<file path="config.mk">
export PLATFORM = sky130hd
export DESIGN_NAME = key_step_ctrl
export DESIGN_NICKNAME = d
export VERILOG_FILES = /design/src/rtl/key_step_ctrl.sv
export SDC_FILE = /design/constraint.sdc
export NUM_CORES = 1
export LEC_CHECK = 0
export BUFFER_PORTS_ARGS = -buffer_cell sky130_fd_sc_hd__buf_4
export CELL_PAD_IN_SITES_DETAIL_PLACEMENT = 0
export CELL_PAD_IN_SITES_GLOBAL_PLACEMENT = 1
export CORE_UTILIZATION = 49
export DETAILED_ROUTE_END_ITERATION = 12
export PLACE_DENSITY = 0.88
export SYNTH_ARGS = -nofsm -noshare
export SYNTH_HDL_FRONTEND = slang
export SYNTH_SLANG_ARGS = --single-unit
</file>
<file path="constraint.sdc">
create_clock -name clk -period 2.4 [get_ports clk]
set_input_delay 0.24 -clock clk [delete_from_list [all_inputs] [get_ports clk]]
set_output_delay 0.24 -clock clk [all_outputs]
set_load 0.01 [all_outputs]
</file>
<file path="src/rtl/key_step_ctrl.sv">
// key_step_ctrl: debounces the active-low board keys into clean step, cpu reset, run/step mode and display-test controls.
module key_step_ctrl #(
    parameter int DEBOUNCE_CYCLES = 500000,
    parameter int RUN_DIV         = 25000000
) (
    input  logic       clk,
    input  logic       reset,
    input  logic [3:0] key_n,
    output logic [3:0] key_level,
    output logic       step_en,
    output logic       cpu_reset,
    output logic       run_mode,
    output logic       disp_test
);
    localparam int CW = DEBOUNCE_CYCLES > 2 ? $clog2(DEBOUNCE_CYCLES) : 1;
    localparam int DW = $clog2(RUN_DIV);

    typedef enum logic {STEP, RUN} state_t;

    state_t         state, state_nxt;
    logic [3:0]     sync1, sync2, level_q, press;
    logic [CW-1:0]  cnt [4];
    logic [DW-1:0]  div;
    logic           wrap, step_nxt;

    always_ff @(posedge clk or negedge reset) begin
        if (!reset) begin
            sync1 <= '0;
            sync2 <= '0;
        end else begin
            sync1 <= ~key_n;
            sync2 <= sync1;
        end
    end

    // A key's level flips only after DEBOUNCE_CYCLES consecutive differing samples.
    always_ff @(posedge clk or negedge reset) begin
        if (!reset) begin
            key_level <= '0;
            for (int i = 0; i < 4; i++) cnt[i] <= '0;
        end else begin
            for (int i = 0; i < 4; i++) begin
                if (sync2[i] == key_level[i]) begin
                    cnt[i] <= '0;
                end else if (cnt[i] == CW'(DEBOUNCE_CYCLES - 1)) begin
                    key_level[i] <= sync2[i];
                    cnt[i]       <= '0;
                end else begin
                    cnt[i] <= cnt[i] + 1'b1;
                end
            end
        end
    end

    always_ff @(posedge clk or negedge reset) begin
        if (!reset) state <= STEP;
        else        state <= state_nxt;
    end

    always_comb begin
        press     = key_level & ~level_q;
        wrap      = div == DW'(RUN_DIV - 1);
        state_nxt = key_level[1] ? STEP : press[3] ? (state == RUN ? STEP : RUN) : state;
    end

    always_comb begin
        run_mode  = state == RUN;
        disp_test = key_level[2];
        step_nxt  = !key_level[1] && !press[3] && (state == RUN ? wrap : press[0]);
    end

    // The divider only runs while staying in RUN, so it restarts from 0 on every entry.
    always_ff @(posedge clk or negedge reset) begin
        if (!reset) begin
            level_q   <= '0;
            cpu_reset <= 1'b1;
            step_en   <= 1'b0;
            div       <= '0;
        end else begin
            level_q   <= key_level;
            cpu_reset <= key_level[1];
            step_en   <= step_nxt;
            div       <= (state == RUN && state_nxt == RUN && !wrap) ? div + 1'b1 : '0;
        end
    end
endmodule

</file>
==> summary.md, run 1 <==
| Metric | Value |
|---|---|
| Status | `finished clean` |
| Peak VDD IR | `0.717 mV` |
| Clock Sinks | `118` |
| Share of layout cells above drive strength 1 | `11.9%` |
| R2R Setup Slk | `0.20 ns` |
| Layout Utilization | `58.2%` |
| Die Wd | `110 um` |
| Post-synth top flop | `dfrtp_1` |
| Critical path class | `flop to flop` |
| R2R Path End | `cnt[66]` |
| Syn avg cell area | `9.94 um2` |
| Wirelength, routed | `11000 um` |
| Worst hold-check path type | `input pin to async pin` |
| DR DRC count | `0` |
| First-pass GRT wire length | `18700 um` |
| Post-synth cell types | `46` |
| Vias in the first global route | `4145` |
| Post-DP HPWL | `7350 um` |
| Die area | `0.0121 mm2` |
| Required @ worst endpoint | `2.67 ns` |
| Design area | `0.00662 mm2` |
| Pin count of the biggest net entering global routing | `63` |
| Final Cycle Share | `91.8%` |
| Max-slew headroom | `60.1%` |
| Logic pwr share | `2.6%` |
| Synth Net Count | `586` |
| Seq/Total Area, Yosys | `51.7%` |
| Final Hold Fails | `0` |
| Yosys top cell area share | `51.2%` |
| Post CTS Setup Buffer Count | `0` |
| Crit path from | `cnt[68]` |
| 1st-iter DRT viols | `253` |
| Pleak | `0.00264 uW` |
| CTS HTree Levels | `4` |
| Yosys reg bits | `118` |
| Via/cell ratio | `5.61` |
| Most frequent cells in the layout | `117 x dfrtp_1, 78 x nor2_1, 41 x xnor2_1` |
| Post_cts resized | `0` |
| Warnings, synthesis | `0` |
| Placed Instance Area | `0.00601 mm2` |
| Via count | `4279` |
| Achievable frequency | `0.454 GHz` |
| Synth-to-layout area growth | `15.9%` |
| CTS clk-pin slew, worst paths | `0.05 ns` |
| Area leader, netlist | `dfrtp_1` |
| Sw frac | `20.9%` |
| Clock power share | `52.3%` |
| Type of origin of the critical path | `flop` |
| Core ar. | `0.0114 mm2` |
| Ports | `14` |
| Power per cell area | `682 mW/mm2` |
| Initial antenna violation count | `0` |
| Pre-CTS setup slack | `0.202 ns` |
| Setup Viol. Count Final | `0` |
| Asr flop ratio synth | `100%` |
| Final Skew | `0.0105 ns` |
| Final setup TNS | `0 ns` |
| Starting Density | `50.3%` |
| Worst-path fanout max | `18` |
| ANT nets after route | `0` |
| Post-synth EDFFs | `0` |
| Top area cells in the synthesized netlist | `dfrtp_1 51%, xnor2_1 6.3%, nor2_1 5.1%` |
| Max-Cap Viols | `0` |
| Flop pwr share | `45.1%` |
| Worst Max-Slew Pin Slew | `0.593 ns` |
| Total gr overflow | `0` |
| Final setup margin | `0.197 ns` |
| Unrepaired setup endpoints after global routing | `false` |
| Pint | `3570 uW` |
| Clock buffer depth | `2` |
| CTS tree | `yes` |
| Tot Pwr | `4520 uW` |
| Final Max Tran Viols | `0` |
| Root buf cell | `clkbuf_16` |
| Psw | `944 uW` |
| DIE HEIGHT | `110 um` |
| R2r startpoint | `cnt[68]` |
| Crit path DAT | `2.47 ns` |
| FP Rows | `39` |
| GP Congestion | `0.807` |
| Fin crit period | `2.20 ns` |
| Detailed Routing Iterations Pass 1 | `6` |
| # nets final | `618` |
| FF-to-FF path depth | `4` |
| DR WL/cell | `14.4 um` |
| ANT cells | `0` |
| Overall Global Routing Usage | `20.0%` |
| Critical Path Sink Type | `flop` |
| Synthesized cell area | `0.00571 mm2` |
| Most common cell after layout, fill and taps aside | `dfrtp_1` |
| Clk_lat worst skew | `0.41 ns` |
| # port buffers | `13` |
| Mapped Cells | `575` |
| Inserted Clock Buffers | `17` |
metal layers:
layer	track usage (%)	routed length [um]	share of wire, %
met1	25.7	5200	47
met2	32.3	5300	48
met3	5.29	410	3.7
met4	7.71	110	1.0
met5	0	0	0
area by class of cell:
class	instances	area, um2
Multi-Input combinational cell	425	2630
Sequential cell	118	2950
Clock buffer	23	488
Inverter	18	67.6
Fill cell	965	4750
Timing Repair Buffer	27	228
Tap cell	143	179
Clock inverter	9	75.1
stage by stage:
stage | std cells | hold slack [ns]
global placement | 726 | 0.225
finish | 763 | 0.322
detailed placement | 726 | 0.232
global route | 763 | 0.353
floorplan | 575 | -0.0556
CTS | 763 | 0.341
cell usage after synthesis (2+ instances only):
| master | instances |
|---|---|
| o31ai_1 | 13 |
| a211oi_1 | 2 |
| dfrtp_1 | 117 |
| ha_1 | 5 |
| nand2_1 | 33 |
| nand4b_1 | 3 |
| nor3_1 | 10 |
| o21ai_0 | 15 |
| and3_1 | 7 |
| a21oi_1 | 29 |
| clkbuf_1 | 9 |
| nand3_1 | 39 |
| nor4bb_1 | 2 |
| or4_1 | 16 |
| inv_1 | 18 |
| nor2_1 | 78 |
| nand4_1 | 24 |
| nor4_1 | 20 |
| and4_1 | 11 |
| and2_1 | 12 |
| buf_2 | 2 |
| xor2_1 | 26 |
| mux2_2 | 4 |
| or2_2 | 3 |
| or3_1 | 12 |
| xnor2_1 | 41 |
| or4b_2 | 2 |
| or3_2 | 4 |
critical path, cell delays in order (launching register included):
cell	delay, ns
dfrtp_1	0.43
or4_1	0.53
or4_4	0.57
o21ai_4	0.42
nor2_1	0.11
cells by family (layout without fill, tap and decap cells):
group / after synthesis / count (layout) / share of synthesized area [%]
AOI/OAI and AO/OA: 64 / 64 / 6.72
xor gates and xnor gates: 67 / 67 / 10.3
adders and majority gates: 5 / 5 / 1.09
buffers and inverters: 32 / 77 / 2.36
DFF: 118 / 118 / 51.7
muxes: 4 / 4 / 0.788
and+or+nand+nor: 285 / 285 / 27.1
power by group through the flow:
stage	Combinational, uW	Sequential (uW)	Clock (uW)
3_5_place_dp	115	2070	0
2_1_floorplan	50.7	2070	0
6_report	118	2040	2360
4_1_cts	123	2040	2400
3_3_place_gp	112	2070	0
5_1_grt	137	2040	2500
worst max path at each step:
stage                        end  slack (ns)  cells after the start
floorplan           key_level[0]        0.37                      4
global placement         cnt[64]        0.26                      4
detailed placement       cnt[75]        0.20                      4
CTS                      cnt[66]        0.19                      4
global route             cnt[66]        0.07                      4
finish                   cnt[66]        0.20                      4
repair_timing:
item / CTS / global route
hold buffers: 5 / 0
setup endpoints to repair: 0 / 0
hold endpoints to repair: 37 / 0
flip-flops by register name, indices dropped and copies added (netlist names):
register / flops
key_level: 4
sync1: 4
level_q: 2
cpu_reset: 1
run_mode: 1
div: 25
sync2: 4
step_en: 1
cnt: 76
(Power assumes the default switching activity.)
==> run 2, diff against run 1 <==
- CORE_UTILIZATION: 49 -> 45
- PLACE_DENSITY: 0.88 -> 0.85
- clock period: 2.4 -> 2 ns (I/O delays scaled with it)
==> run 2 against run 1 <==
Effect of this change:
- the run now ends with setup timing left
- hold slack lost 0.016 ns
- first-iteration DRC count increased by 4.3%
- critical path type unchanged
- critical path depth did not move
- cell count rose by 5.8%
- clock skew down 0.0023 ns
==> summary.md, run 2 (synthesis results as in run 1) <==
| Metric | Value |
|---|---|
| Status | `finished with violations` |
| Failing checks | `setup timing` |
| Starting Density | `46.8%` |
| Die area | `0.0132 mm2` |
| 1st-iter DRT viols | `264` |
| Synth-to-layout area growth | `19.8%` |
| Share of layout cells above drive strength 1 | `15.0%` |
| Max-slew headroom | `57.0%` |
| FP Rows | `40` |
| Most common cell after layout, fill and taps aside | `dfrtp_1` |
| Total gr overflow | `0` |
| Worst Max-Slew Pin Slew | `0.640 ns` |
| # nets final | `637` |
| Clk_lat worst skew | `0.42 ns` |
| Type of origin of the critical path | `flop` |
| Root buf cell | `clkbuf_16` |
| Max-Cap Viols | `0` |
| Final Cycle Share | `101%` |
| Final Skew | `0.00819 ns` |
| Ports | `14` |
| Peak VDD IR | `0.678 mV` |
| Critical Path, Cell by Cell | `or4_1 -> or4_4 -> nor2_4 -> mux2_4` |
| Detailed Routing Iterations Pass 1 | `5` |
| Pleak | `0.00275 uW` |
| Final Hold Fails | `0` |
| GP Congestion | `0.822` |
| CTS clk-pin slew, worst paths | `0.05 ns` |
| Setup Viol. Count Final | `4` |
| ANT nets after route | `0` |
| Initial antenna violation count | `0` |
| Most frequent cells in the layout | `117 x dfrtp_1, 76 x nor2_1, 41 x xnor2_1` |
| Slowest-stage cell, CP | `or4_4` |
| Critical path class | `flop to flop` |
| Fin crit period | `2.02 ns` |
| DR WL/cell | `14.4 um` |
| Vias in the first global route | `4472` |
| DR DRC count | `0` |
| Pin count of the biggest net entering global routing | `40` |
| Post CTS Setup Buffer Count | `0` |
| First-pass GRT wire length | `20200 um` |
| CTS HTree Levels | `4` |
| Placed Instance Area | `0.00621 mm2` |
| CP max stage delay | `0.59 ns` |
| Required @ worst endpoint | `2.31 ns` |
| Via count | `4393` |
| Achievable frequency | `0.495 GHz` |
| Post-DP HPWL | `7800 um` |
| CP top delay family | `simple AND/OR/NAND/NOR gates` |
| # port buffers | `13` |
| DIE HEIGHT | `115 um` |
| Largest register FFs | `76` |
| Design area | `0.00684 mm2` |
| Via/cell ratio | `5.44` |
| Overall Global Routing Usage | `19.6%` |
| Clock Sinks | `118` |
| Core ar. | `0.0122 mm2` |
| Largest regs | `cnt x76, div x25` |
| Clock buffer depth | `2` |
| Pre-CTS setup slack | `-0.0265 ns` |
| Layout Utilization | `56.0%` |
| Inserted Clock Buffers | `17` |
| Most flops, register | `cnt` |
| Worst hold-check path type | `input pin to async pin` |
| ANT cells | `0` |
| Critical Path Sink Type | `flop` |
| Die Wd | `115 um` |
| Final setup margin | `-0.0213 ns` |
| Wirelength, routed | `11600 um` |
| Unrepaired setup endpoints after global routing | `true` |
| WP buf/inv | `0` |
| Final Max Tran Viols | `0` |
| Power per cell area | `790 mW/mm2` |
| CTS tree | `yes` |
| Hold slack final | `0.306 ns` |
| Worst-path fanout max | `2` |
| Crit path DAT | `2.33 ns` |
[run 2: cell type report]
| cell class | count | area (um2) |
|---|---|---|
| fillers | 1079 | 5370 |
| flip-flops and latches | 118 | 2950 |
| multi-input cells | 425 | 2660 |
| clock buffers | 28 | 537 |
| repair buffers | 46 | 395 |
| well taps | 168 | 210 |
| inverters | 18 | 67.6 |
| clock inverters | 4 | 20.0 |
[run 2: through the flow]
stage,TNS (ns),total power (uW),instances
floorplan,0,2540,575
global placement,0,2630,770
detailed placement,-0.0265,2640,770
CTS,-0.0193,5460,807
global route,-0.829,5600,807
finish,-0.0291,5400,807
[run 2: report_power, final]
part | switching, uW | internal [uW] | total (uW)
sequential | 23.2 | 2420 | 2440
clock | 998 | 1800 | 2800
combinational | 101 | 58.8 | 160
[run 2: repair_timing]
item                                   4_1_cts  5_1_grt
gates cloned                                 0        0
endpoints found under the hold margin       39        0
setup endpoints to repair                    1        9
gates resized for setup                      1        7
pin swaps                                    0        3
hold buffers                                 5        0
[run 2: path summary, 6_finish.rpt]
check,start,endpoint,slack [ns],depth (start not counted)
worst max-delay path,cnt[64],key_level[0],-0.02,4
worst min-delay path,reset,cnt[36],0.31,2
worst max register to register,cnt[64],key_level[0],-0.02,4
worst min register to register,sync1[0],sync2[0],0.35,0
max in group asynchronous,reset,cpu_reset,1.04,3
min in group clk,sync1[0],sync2[0],0.35,0
[run 2: metal layers]
metal | GRT usage, % | wire (um) | part of all wire, %
met1 | 24.1 | 5410 | 47
met2 | 32.2 | 5700 | 49
met3 | 5.72 | 360 | 3.1
met4 | 8.48 | 155 | 1.3
met5 | 0 | 0 | 0
==> run 3, diff against run 2 <==
- RECOVER_POWER: not set -> 100
==> run 3 against run 2 <==
Effect of this change:
- the run still ends with setup timing left
- sequential power hardly changed
- sequential share of layout area grew 0.71 points
- maximum frequency about the same
- worst setup slack worse by 0.0012 ns
- total power decreased by 0.29%
- critical endpoint unchanged
- highest routed layer unchanged
==> summary.md, run 3 (synthesis results as in run 1) <==
| Metric | Value |
|---|---|
| Core ar. | `0.0122 mm2` |
| Placed Instance Area | `0.00621 mm2` |
| Post CTS Setup Buffer Count | `0` |
| Sw frac | `20.8%` |
| Final Max Tran Viols | `0` |
| Logic pwr share | `2.7%` |
| Total gr overflow | `0` |
| Clock Sinks | `118` |
| 1st-iter DRT viols | `293` |
| Overall Global Routing Usage | `19.6%` |
| Share of layout cells above drive strength 1 | `12.5%` |
| Sequential Area | `0.00295 mm2` |
| ANT nets after route | `0` |
| Synth-to-layout area growth | `17.8%` |
| FP Rows | `40` |
| DR DRC count | `0` |
| ANT cells | `0` |
| Via/cell ratio | `5.46` |
| Required @ worst endpoint | `2.31 ns` |
| Worst hold-check path type | `flop to flop` |
| Largest regs | `cnt x76, div x25` |
| Peak VDD IR | `0.678 mV` |
| Fin cells | `807` |
| Final Hold Fails | `0` |
| Post-DP HPWL | `7800 um` |
| Clk_lat worst skew | `0.42 ns` |
| Max-slew headroom | `37.4%` |
| CTS clk-pin slew, worst paths | `0.05 ns` |
| Fin crit period | `2.02 ns` |
| Final Skew | `0.00666 ns` |
| Max-Cap Viols | `0` |
| Worst Max-Slew Pin Slew | `0.938 ns` |
| Most common cell after layout, fill and taps aside | `dfrtp_1` |
| Inserted Clock Buffers | `17` |
| Final setup TNS | `-0.0354 ns` |
| CTS HTree Levels | `4` |
| Type of origin of the critical path | `flop` |
| Placed cells | `770` |
| Root buf cell | `clkbuf_16` |
| Ports | `14` |
| Achievable frequency | `0.494 GHz` |
| Pint | `4270 uW` |
| Most flops, register | `cnt` |
| Die Wd | `115 um` |
| Vias in the first global route | `4472` |
| DIE HEIGHT | `115 um` |
| Crit path DAT | `2.33 ns` |
| Initial antenna violation count | `0` |
| Multi-input gate area | `0.00263 mm2` |
| Setup Viol. Count Final | `6` |
| Wirelength, routed | `11600 um` |
| # port buffers | `13` |
| Layout Utilization | `55.1%` |
| Via count | `4403` |
| Fillers | `1104` |
| Pin count of the biggest net entering global routing | `40` |
| # nets final | `637` |
| Pleak | `0.00269 uW` |
| Unrepaired setup endpoints after global routing | `true` |
| Power per cell area | `800 mW/mm2` |
| Worst-path fanout max | `2` |
| Final setup margin | `-0.0225 ns` |
| Critical path class | `flop to flop` |
| Status | `finished with violations` |
| Pre-CTS setup slack | `-0.0265 ns` |
| First-pass GRT wire length | `20200 um` |
| Psw | `1120 uW` |
| Final Cycle Share | `101%` |
| GP Congestion | `0.822` |
| Flop pwr share | `45.3%` |
| Failing checks | `setup timing` |
| Die area | `0.0132 mm2` |
| Critical Path Sink Type | `flop` |
| Clock buffer depth | `2` |
| Clock power share | `52.0%` |
| Most frequent cells in the layout | `117 x dfrtp_1, 76 x nor2_1, 41 x xnor2_1` |
| DR WL/cell | `14.3 um` |
| Starting Density | `46.8%` |
| CTS tree | `yes` |
| Detailed Routing Iterations Pass 1 | `5` |
| Design area | `0.00673 mm2` |
| Largest register FFs | `76` |
## run 3: cell count changes in the layout (fill, tap and decap cells not counted), moves of 6 or more
cell	previous run	this run
buf_4	38	15
clkbuf_1	4	14
clkbuf_2	0	8
clkbuf_4	0	6
## run 3: area by class of cell
class | count | share of cell area [%]
flip-flops and latches | 118 | 43.9
multi-input cells | 425 | 39.1
clock buffers | 28 | 7.97
repair buffers | 46 | 4.61
well taps | 168 | 3.12
inverters | 18 | 1.00
clock inverters | 4 | 0.297
## run 3: worst paths after layout
kind,start,to,slack [ns],cells past startpoint
setup / recovery,cnt[64],key_level[0],-0.02,4
hold / removal,sync1[0],sync2[0],0.35,0
max in group asynchronous,reset,cpu_reset,0.39,3
hold reg to reg,sync1[0],sync2[0],0.35,0
min in group asynchronous,reset,cnt[36],0.46,2
setup reg to reg,cnt[64],key_level[0],-0.02,4
## run 3: repair_timing
item,4_1_cts,5_1_grt
pin swaps,0,3
setup endpoints to repair,1,9
hold buffers,5,0
endpoints found under the hold margin,39,0
resized for setup,1,7
## run 3: power groups by stage
stage	combinational, uW	sequential [uW]	clock (uW)
after global routing	173	2440	2970
after detailed placement	155	2480	0
final	145	2440	2800
after floorplan	60.8	2480	0
after CTS	164	2440	2850
after global placement	151	2480	0
## run 3: through the flow
stage	hold slack (ns)	total power (uW)
finish	0.346	5390
global route	0.355	5590
CTS	0.319	5460
detailed placement	0.217	2640
global placement	0.207	2630
floorplan	-0.0956	2540
## run 3: critical path, stage by stage, from the launching register on
cell and delay [ns]:
dfrtp_1 0.37, or4_1 0.53, or4_4 0.59, nor2_4 0.11, mux2_4 0.31
## run 3: layer usage
metal / track usage (%) / wire length (um) / vias up
li1: - / - / 2163
met3: 5.72 / 350 / 19
met5: 0 / 0 / -
met2: 32.2 / 5690 / 55
met4: 8.48 / 174 / 0
met1: 24.1 / 5350 / 2166
